[src/rtl/instruction_iot601x.sv]
// Paper-tape reader IOT 601x: UART 8N1 receiver feeding a 4-byte FIFO,
// decoded against the CPU sequencer phases to produce skip, AC-OR and done.
module instruction_iot601x #(
  parameter int CLKS_PER_BIT = 104
) (
  input  logic        CLK,
  input  logic        RESET,
  input  logic        clear,
  input  logic        EN,
  input  logic [2:0]  IR,
  input  logic        ck1,
  input  logic        ck2,
  input  logic        ck3,
  input  logic        ck4,
  input  logic        ck5,
  input  logic        ck6,
  input  logic        stb1,
  input  logic        stb2,
  input  logic        stb3,
  input  logic        stb4,
  input  logic        stb5,
  input  logic        stb6,
  input  logic        rx,
  output logic        done,
  output logic        pc_ck,
  output logic        rot2ac,
  output logic        ac_ck,
  output logic [11:0] ACRDR,
  output logic        irq,
  output logic        overrun
);

  localparam logic [11:0] HALF_M1 = 12'(CLKS_PER_BIT / 2 - 1);
  localparam logic [11:0] BIT_M1  = 12'(CLKS_PER_BIT - 1);

  typedef enum logic [1:0] {IDLE, START, DATA, STOP} rx_state_t;

  // Synchronizer stages plus one history flop for falling-edge detection
  logic       rx_s1_q, rx_s1_d, rx_s2_q, rx_s2_d, rx_s3_q, rx_s3_d;
  rx_state_t  state_q, state_d;
  logic [11:0] baud_q, baud_d;
  logic [2:0] bit_q, bit_d;
  logic [7:0] shift_q, shift_d;
  logic       push_q, push_d;

  logic [7:0] fifo_mem_q [4];
  logic [7:0] fifo_mem_d [4];
  logic [1:0] wr_ptr_q, wr_ptr_d, rd_ptr_q, rd_ptr_d;
  logic [2:0] count_q, count_d;
  logic       ie_q, ie_d, ovr_q, ovr_d;

  logic       flag, full, pop, push_ok, rpe;
  logic [7:0] head;
  logic       unused_inputs;

  // Receiver next-state: start is re-checked at mid-bit to reject glitches
  always_comb begin
    rx_s1_d = rx;
    rx_s2_d = rx_s1_q;
    rx_s3_d = rx_s2_q;
    state_d = state_q;
    baud_d  = baud_q;
    bit_d   = bit_q;
    shift_d = shift_q;
    push_d  = 1'b0;
    case (state_q)
      IDLE: begin
        baud_d = '0;
        bit_d  = '0;
        if (!rx_s2_q && rx_s3_q) state_d = START;
      end
      START: begin
        if (baud_q == HALF_M1) begin
          baud_d  = '0;
          state_d = rx_s2_q ? IDLE : DATA;
        end else begin
          baud_d = baud_q + 12'd1;
        end
      end
      DATA: begin
        if (baud_q == BIT_M1) begin
          baud_d  = '0;
          shift_d = {rx_s2_q, shift_q[7:1]};
          bit_d   = bit_q + 3'd1;
          if (bit_q == 3'd7) state_d = STOP;
        end else begin
          baud_d = baud_q + 12'd1;
        end
      end
      default: begin
        if (baud_q == BIT_M1) begin
          baud_d  = '0;
          push_d  = rx_s2_q;
          state_d = IDLE;
        end else begin
          baud_d = baud_q + 12'd1;
        end
      end
    endcase
  end

  assign flag    = (count_q != 3'd0);
  assign full    = (count_q == 3'd4);
  assign head    = fifo_mem_q[rd_ptr_q];
  assign pop     = stb3 & EN & (IR[1] | IR[2]) & flag;
  // A pop in the same cycle frees the slot, so a push into a full FIFO still lands
  assign push_ok = push_q & (~full | pop);
  assign rpe     = stb1 & EN & (IR == 3'b000);

  // FIFO, interrupt enable and overrun next-state; clear overrides any push
  always_comb begin
    fifo_mem_d = fifo_mem_q;
    wr_ptr_d   = wr_ptr_q;
    rd_ptr_d   = rd_ptr_q;
    count_d    = count_q;
    ie_d       = ie_q;
    ovr_d      = ovr_q;
    if (clear) begin
      wr_ptr_d = '0;
      rd_ptr_d = '0;
      count_d  = '0;
      ie_d     = 1'b0;
      ovr_d    = 1'b0;
    end else begin
      if (push_ok) begin
        fifo_mem_d[wr_ptr_q] = shift_q;
        wr_ptr_d = wr_ptr_q + 2'd1;
      end
      if (pop) rd_ptr_d = rd_ptr_q + 2'd1;
      count_d = count_q + 3'(push_ok) - 3'(pop);
      if (push_q && full && !pop) ovr_d = 1'b1;
      if (rpe) ie_d = 1'b1;
    end
  end

  // All state registers; reset returns line-idle synchronizer and empty FIFO
  always_ff @(posedge CLK or posedge RESET) begin
    if (RESET) begin
      rx_s1_q    <= 1'b1;
      rx_s2_q    <= 1'b1;
      rx_s3_q    <= 1'b1;
      state_q    <= IDLE;
      baud_q     <= '0;
      bit_q      <= '0;
      shift_q    <= '0;
      push_q     <= 1'b0;
      fifo_mem_q <= '{default: '0};
      wr_ptr_q   <= '0;
      rd_ptr_q   <= '0;
      count_q    <= '0;
      ie_q       <= 1'b0;
      ovr_q      <= 1'b0;
    end else begin
      rx_s1_q    <= rx_s1_d;
      rx_s2_q    <= rx_s2_d;
      rx_s3_q    <= rx_s3_d;
      state_q    <= state_d;
      baud_q     <= baud_d;
      bit_q      <= bit_d;
      shift_q    <= shift_d;
      push_q     <= push_d;
      fifo_mem_q <= fifo_mem_d;
      wr_ptr_q   <= wr_ptr_d;
      rd_ptr_q   <= rd_ptr_d;
      count_q    <= count_d;
      ie_q       <= ie_d;
      ovr_q      <= ovr_d;
    end
  end

  // CPU-side outputs are forced low while RESET is held
  assign done    = ~RESET & ck4 & EN;
  assign pc_ck   = ~RESET & stb1 & EN & IR[0] & flag;
  assign rot2ac  = ~RESET & ck2 & EN & IR[1];
  assign ac_ck   = ~RESET & stb2 & EN & IR[1];
  assign ACRDR   = (~RESET & ck2 & EN & IR[1] & flag) ? {4'b0000, head} : 12'd0;
  assign irq     = ~RESET & ie_q & flag;
  assign overrun = ~RESET & ovr_q;

  // Phases this instruction group never uses
  assign unused_inputs = ^{ck1, ck3, ck5, ck6, stb4, stb5, stb6};

endmodule

[config.mk]
export PLATFORM = sky130hd
export DESIGN_NAME = instruction_iot601x
export DESIGN_NICKNAME = d
export VERILOG_FILES = /design/src/rtl/instruction_iot601x.sv
export SDC_FILE = /design/constraint.sdc
export NUM_CORES = 1
export LEC_CHECK = 0
export CORE_ASPECT_RATIO = 1.75
export CORE_UTILIZATION = 60
export CTS_BUF_LIST = sky130_fd_sc_hd__clkbuf_16
export DETAILED_ROUTE_END_ITERATION = 12
export PLACE_DENSITY = 0.82
export SLEW_MARGIN = 20
export SYNTH_ARGS = -nofsm -noshare
export SYNTH_HDL_FRONTEND = slang
export SYNTH_SLANG_ARGS = --single-unit
[constraint.sdc]
create_clock -name CLK -period 6.3 [get_ports CLK]
set_input_delay 0.63 -clock CLK [delete_from_list [all_inputs] [get_ports CLK]]
set_output_delay 0.63 -clock CLK [all_outputs]
set_load 0.05 [all_outputs]
# Word level (Yosys, flattened, before mapping)
# Cells that the tools add are included.
[classes] add_sub_neg=6 n_bitwise=29 order_cmp=3 mul=0 reduce_logical=20 n_div=0 n_shift=0 n_eq_ne=10 mux=30
[ops] operator="$bwmux W32" count=1
[ops] operator="$mux W8" count=4
[ops] operator="$mux W12" count=2
[ops] operator="$pmux W12 S2" count=1
[ops] operator="$and A1 B1 Y1" count=22
[ops] operator="$mux W2" count=10
[ops] operator="$bmux W8 S2" count=1
[ops] operator="$demux W8 S2" count=1
[ops] operator="$add A12 B1 Y12 const B" count=1
[ops] operator="$eq A12 B6 Y1 const B" count=1
[ops] operator="$eq A12 B7 Y1 const B" count=1
[ops] operator="$reduce_bool A2 Y1" count=5
[ops] operator="$ne A2 B2 Y1 const B" count=4
[ops] operator="$eq A3 B3 Y1 const B" count=2
[ops] operator="$ge A3 B3 Y1 const B" count=2
[ops] operator="$mux W1" count=6
[ops] operator="$mux W3" count=2
[ops] operator="$not A2 Y3" count=2
[ops] operator="$pmux W2 S3" count=1
[ops] operator="$pmux W3 S2" count=1
[ops] operator="$reduce_and A2 Y1" count=3
[ops] operator="$reduce_bool A3 Y1" count=2
[ops] operator="$reduce_and A5 Y1" count=1
[ops] operator="$add A2 B1 Y2 const B" count=2
[ops] operator="other kinds (13)" count=20
[word_totals] reg_bits=70 in_bits=20 wordCells=115 output_inout_bits=18 mem_count=0 ram_bits=0 rom_bits=0 latch_bits=0

# Longest topological paths before layout
[logic_depth] ltp_word=8 mapped_depth=10 depth_no_buf=9

# Least setup slack after synthesis
# No wires, ideal clock.
[synth_path] path_type="input to output" start="input EN" end="output ACRDR[0]" n_path_buf=0 t_arrival_ns=2.305 path_slack_ns=3.365 required_time_ns=5.670 path_stages=4 cell_sequence="nor2b_1 and3_1 nand2b_1 nor2b_1"
[synth_via] elab_chain_len=4
[synth_lines] item="start: declaration" line="9" source="input logic EN,"
[synth_lines] item="$and A1 B1 Y1 (2 in series)"
[synth_lines] item="via rot2ac" line="26" source="output logic rot2ac,"
[synth_lines] item="$and A1 B1 Y1" line="176" source="assign ACRDR = (~RESET & ck2 & EN & IR[1] & flag) ? {4'b0000, head} : 12'd0;"
[synth_lines] item="$mux W8" line="176"
[synth_lines] item="end: declaration" line="28" source="output logic [11:0] ACRDR,"
# The timed path passes the listed nets, and every way through them passes these cells.

# Final worst setup path
[layout_path] start="input EN" end="output ACRDR[4]"
[layout_via] elab_chain_len=4
[layout_lines] item="$and A1 B1 Y1 (3 in series)" line="176"
[layout_lines] item="$mux W8" line="176"
# Every way passes these cells.

==> impl_metrics.toml <==
[cts]
postCtsSetupRepairBufs = 0
clock_path_buffers = 2
clk_pin_slew_ns = 0.05
hold_buffers = 0
htree_levels = 3
clk_latency_ns = 0.33
cts_made_buffers = 9
cts_tree = "yes"
post_cts_resized = 0
clock_sinks = 70
root_buffer = "clkbuf_16"

[cells_and_area]
area_growth_pct = 19.91
final_cell_mix = "dfrtp_1 (67), mux2_2 (39), nor2_1 (26), clkdlybuf4s50_1 (26), nor2b_1 (12)"
postLayoutCellArea_um2 = 4076
nets = 318
seqCellArea_um2 = 1755
drive_gt1_share_pct = 29.69
num-fill-cells = 356
antennaDiodeCount = 0
final_cells = 367
layout_commonest_cell = "dfrtp_1"
utilization_pct = 76.30
multiInputGateArea_um2 = 1559

[place]
place_inst = 351
place_congestion = 0.7578
portBuffers = 26
dpl_worst_slack_ns = 2.836
post-dp-hpwl_um = 3867
placed_cell_area_um2 = 3705

[run]
maxCapViolations = 0

[yosys]
yosysUniqueCellTypes = 51
async_flop_share_pct = 100.0
synth-edff-count = 0
yosys_warnings = 0
synth.avg_cell_area_um2 = 13.23
synth_cells = 257
seq_area_frac_synth_pct = 51.64
synth-seq-cells = 70
ys.flop_type = "dfrtp_1"
synth_area_um2 = 3400

[timing]
max_slew_margin_pct = 44.35
period_share_pct = 54.37
skew_ns = 0.004217
timing.final.crit_period_ns = 3.425
worst_pin_slew_ns = 0.8347
final_hold_viol_count = 0
tns_ns = 0
worst_slack_ns = 2.875
slew_viol_final = 0
rsz0062_at_grt = "no"
clock.fmax_mhz = 292.0
setup_violations = 0
hold_ws_ns = 0.3547

[setup_path]
critPathKind = "in2out"
cp_max_fo = 8
required_ns = 5.67
crit_path_end_kind = "output pin"
worstPathArrival_ns = 2.80
start_kind = "input port"

[global_routing]
grt_pass1_wl_um = 9908
gr-usage-all-layers_pct = 23.05
grt_max_degree = 71
grt_antenna_before_repair = 0
grt_overflow_total = 0
grt_pass1_vias = 2079

[detailed_routing]
dr.pass1.iters = 4
drt_iter0_drc = 63
drc = 0
ant_nets = 0
vias = 2037
routed_wl_um = 5866
wl_per_cell_um = 15.98
vias_per_cell = 5.550

[pwr]
irDropWorstVdd_mv = 0.2658
leakage_nw = 1.913
p_per_area_nw_per_um2 = 317.7
power.total_mw = 1.295

[die]
fp-row-count = 35
initial_core_util_pct = 63.63
die_h_um = 101.6
die_w_um = 58.90
die_area_um2 = 5983
ios = 38
coreArea_um2 = 5343

[worst_hold_path]
hold_path.class = "reg2reg"

[run_status]
status = "complete, no violations"
-- worst paths after layout --
check / endpoint / slack, ns / cells past startpoint / start
worst min register to register: rx_s2_q / 0.35 / 0 / rx_s1_q
worst max register to register: count_q[2] / 3.79 / 9 / count_q[2]
max in group asynchronous: fifo_mem_q[16] / 4.79 / 3 / RESET
min in group asynchronous: ovr_q / 0.96 / 3 / RESET
worst min-delay path: rx_s2_q / 0.35 / 0 / rx_s1_q
worst max-delay path: ACRDR[4] / 2.87 / 6 / EN
-- critical path: stages --
cell and delay, ns:
clkdlybuf4s50_1 0.51, nor2b_1 0.26, and3_1 0.20, nand2b_1 0.20, nor2b_1 0.18, clkdlybuf4s50_1 0.81
-- metal layers --
| layer | track usage (%) | up-vias | share of wire [%] |
|---|---|---|---|
| li1 | - | 957 | - |
| met1 | 26.70 | 1028 | 41 |
| met2 | 39.51 | 41 | 54 |
| met3 | 5.364 | 11 | 2.6 |
| met4 | 10.99 | 0 | 2.2 |
| met5 | 0 | - | 0 |
-- registers in the layout, indices dropped and copies added (netlist names) --
register    flops
push_q          1
baud_q         12
rx_s1_q         1
rd_ptr_q        2
rx_s2_q         1
fifo_mem_q     32
bit_q           3
count_q         3
ovr_q           1
shift_q         8
state_q         2
wr_ptr_q        2
ie_q            1
rx_s3_q         1
-- area by class of cell --
| type | count | share of cell area, % |
|---|---|---|
| Sequential cell | 70 | 43.06 |
| Multi-Input combinational cell | 172 | 38.24 |
| Timing Repair Buffer | 27 | 6.568 |
| Clock buffer | 9 | 5.525 |
| Clock inverter | 7 | 3.591 |
| Tap cell | 74 | 2.271 |
| Inverter | 8 | 0.7366 |
-- where the power goes --
part | total (mW) | leakage [nW] | internal (mW) | switching (mW)
clock network | 0.617 | 0.180 | 0.428 | 0.188
logic | 0.152 | 0.783 | 0.0651 | 0.0873
registers | 0.526 | 0.950 | 0.482 | 0.0445
total | 1.30 | 1.91 | 0.975 | 0.320
-- cells in the mapped netlist (all sizes together), types with 3 or more instances --
| master | number | share of area (%) |
|---|---|---|
| nand3 | 7 | 1.4 |
| dfrtp | 67 | 49 |
| xnor2 | 7 | 1.8 |
| nor3b | 3 | 0.81 |
| nor2 | 27 | 3.5 |
| nor2b | 12 | 2.2 |
| inv | 8 | 0.88 |
| xor2 | 8 | 2.1 |
| mux2 | 40 | 13 |
| nand2 | 8 | 1.1 |
| mux4 | 8 | 5.3 |
| nand2b | 3 | 0.77 |
| a21oi | 3 | 0.55 |
| buf | 8 | 1.7 |
| ha | 9 | 3.3 |
| dfstp | 3 | 2.3 |
| and3 | 5 | 0.92 |
-- kinds of logic (layout without fill, tap and decap cells) --
| group | after synthesis | count (layout) | synth area share, % |
|---|---|---|---|
| adder cells (fa/ha/maj) | 10 | 10 | 3.901 |
| buffers and inverters | 18 | 51 | 2.834 |
| multiplexers | 49 | 49 | 18.84 |
| flip-flops | 70 | 70 | 51.64 |
| AND/OR/NAND/NOR | 77 | 77 | 13.73 |
| other | 1 | 4 | 0.1103 |
| XOR/XNOR | 15 | 15 | 3.865 |
| AO/OA/AOI/OAI | 17 | 17 | 5.080 |
Note: power is estimated with default switching activity, not from simulation.
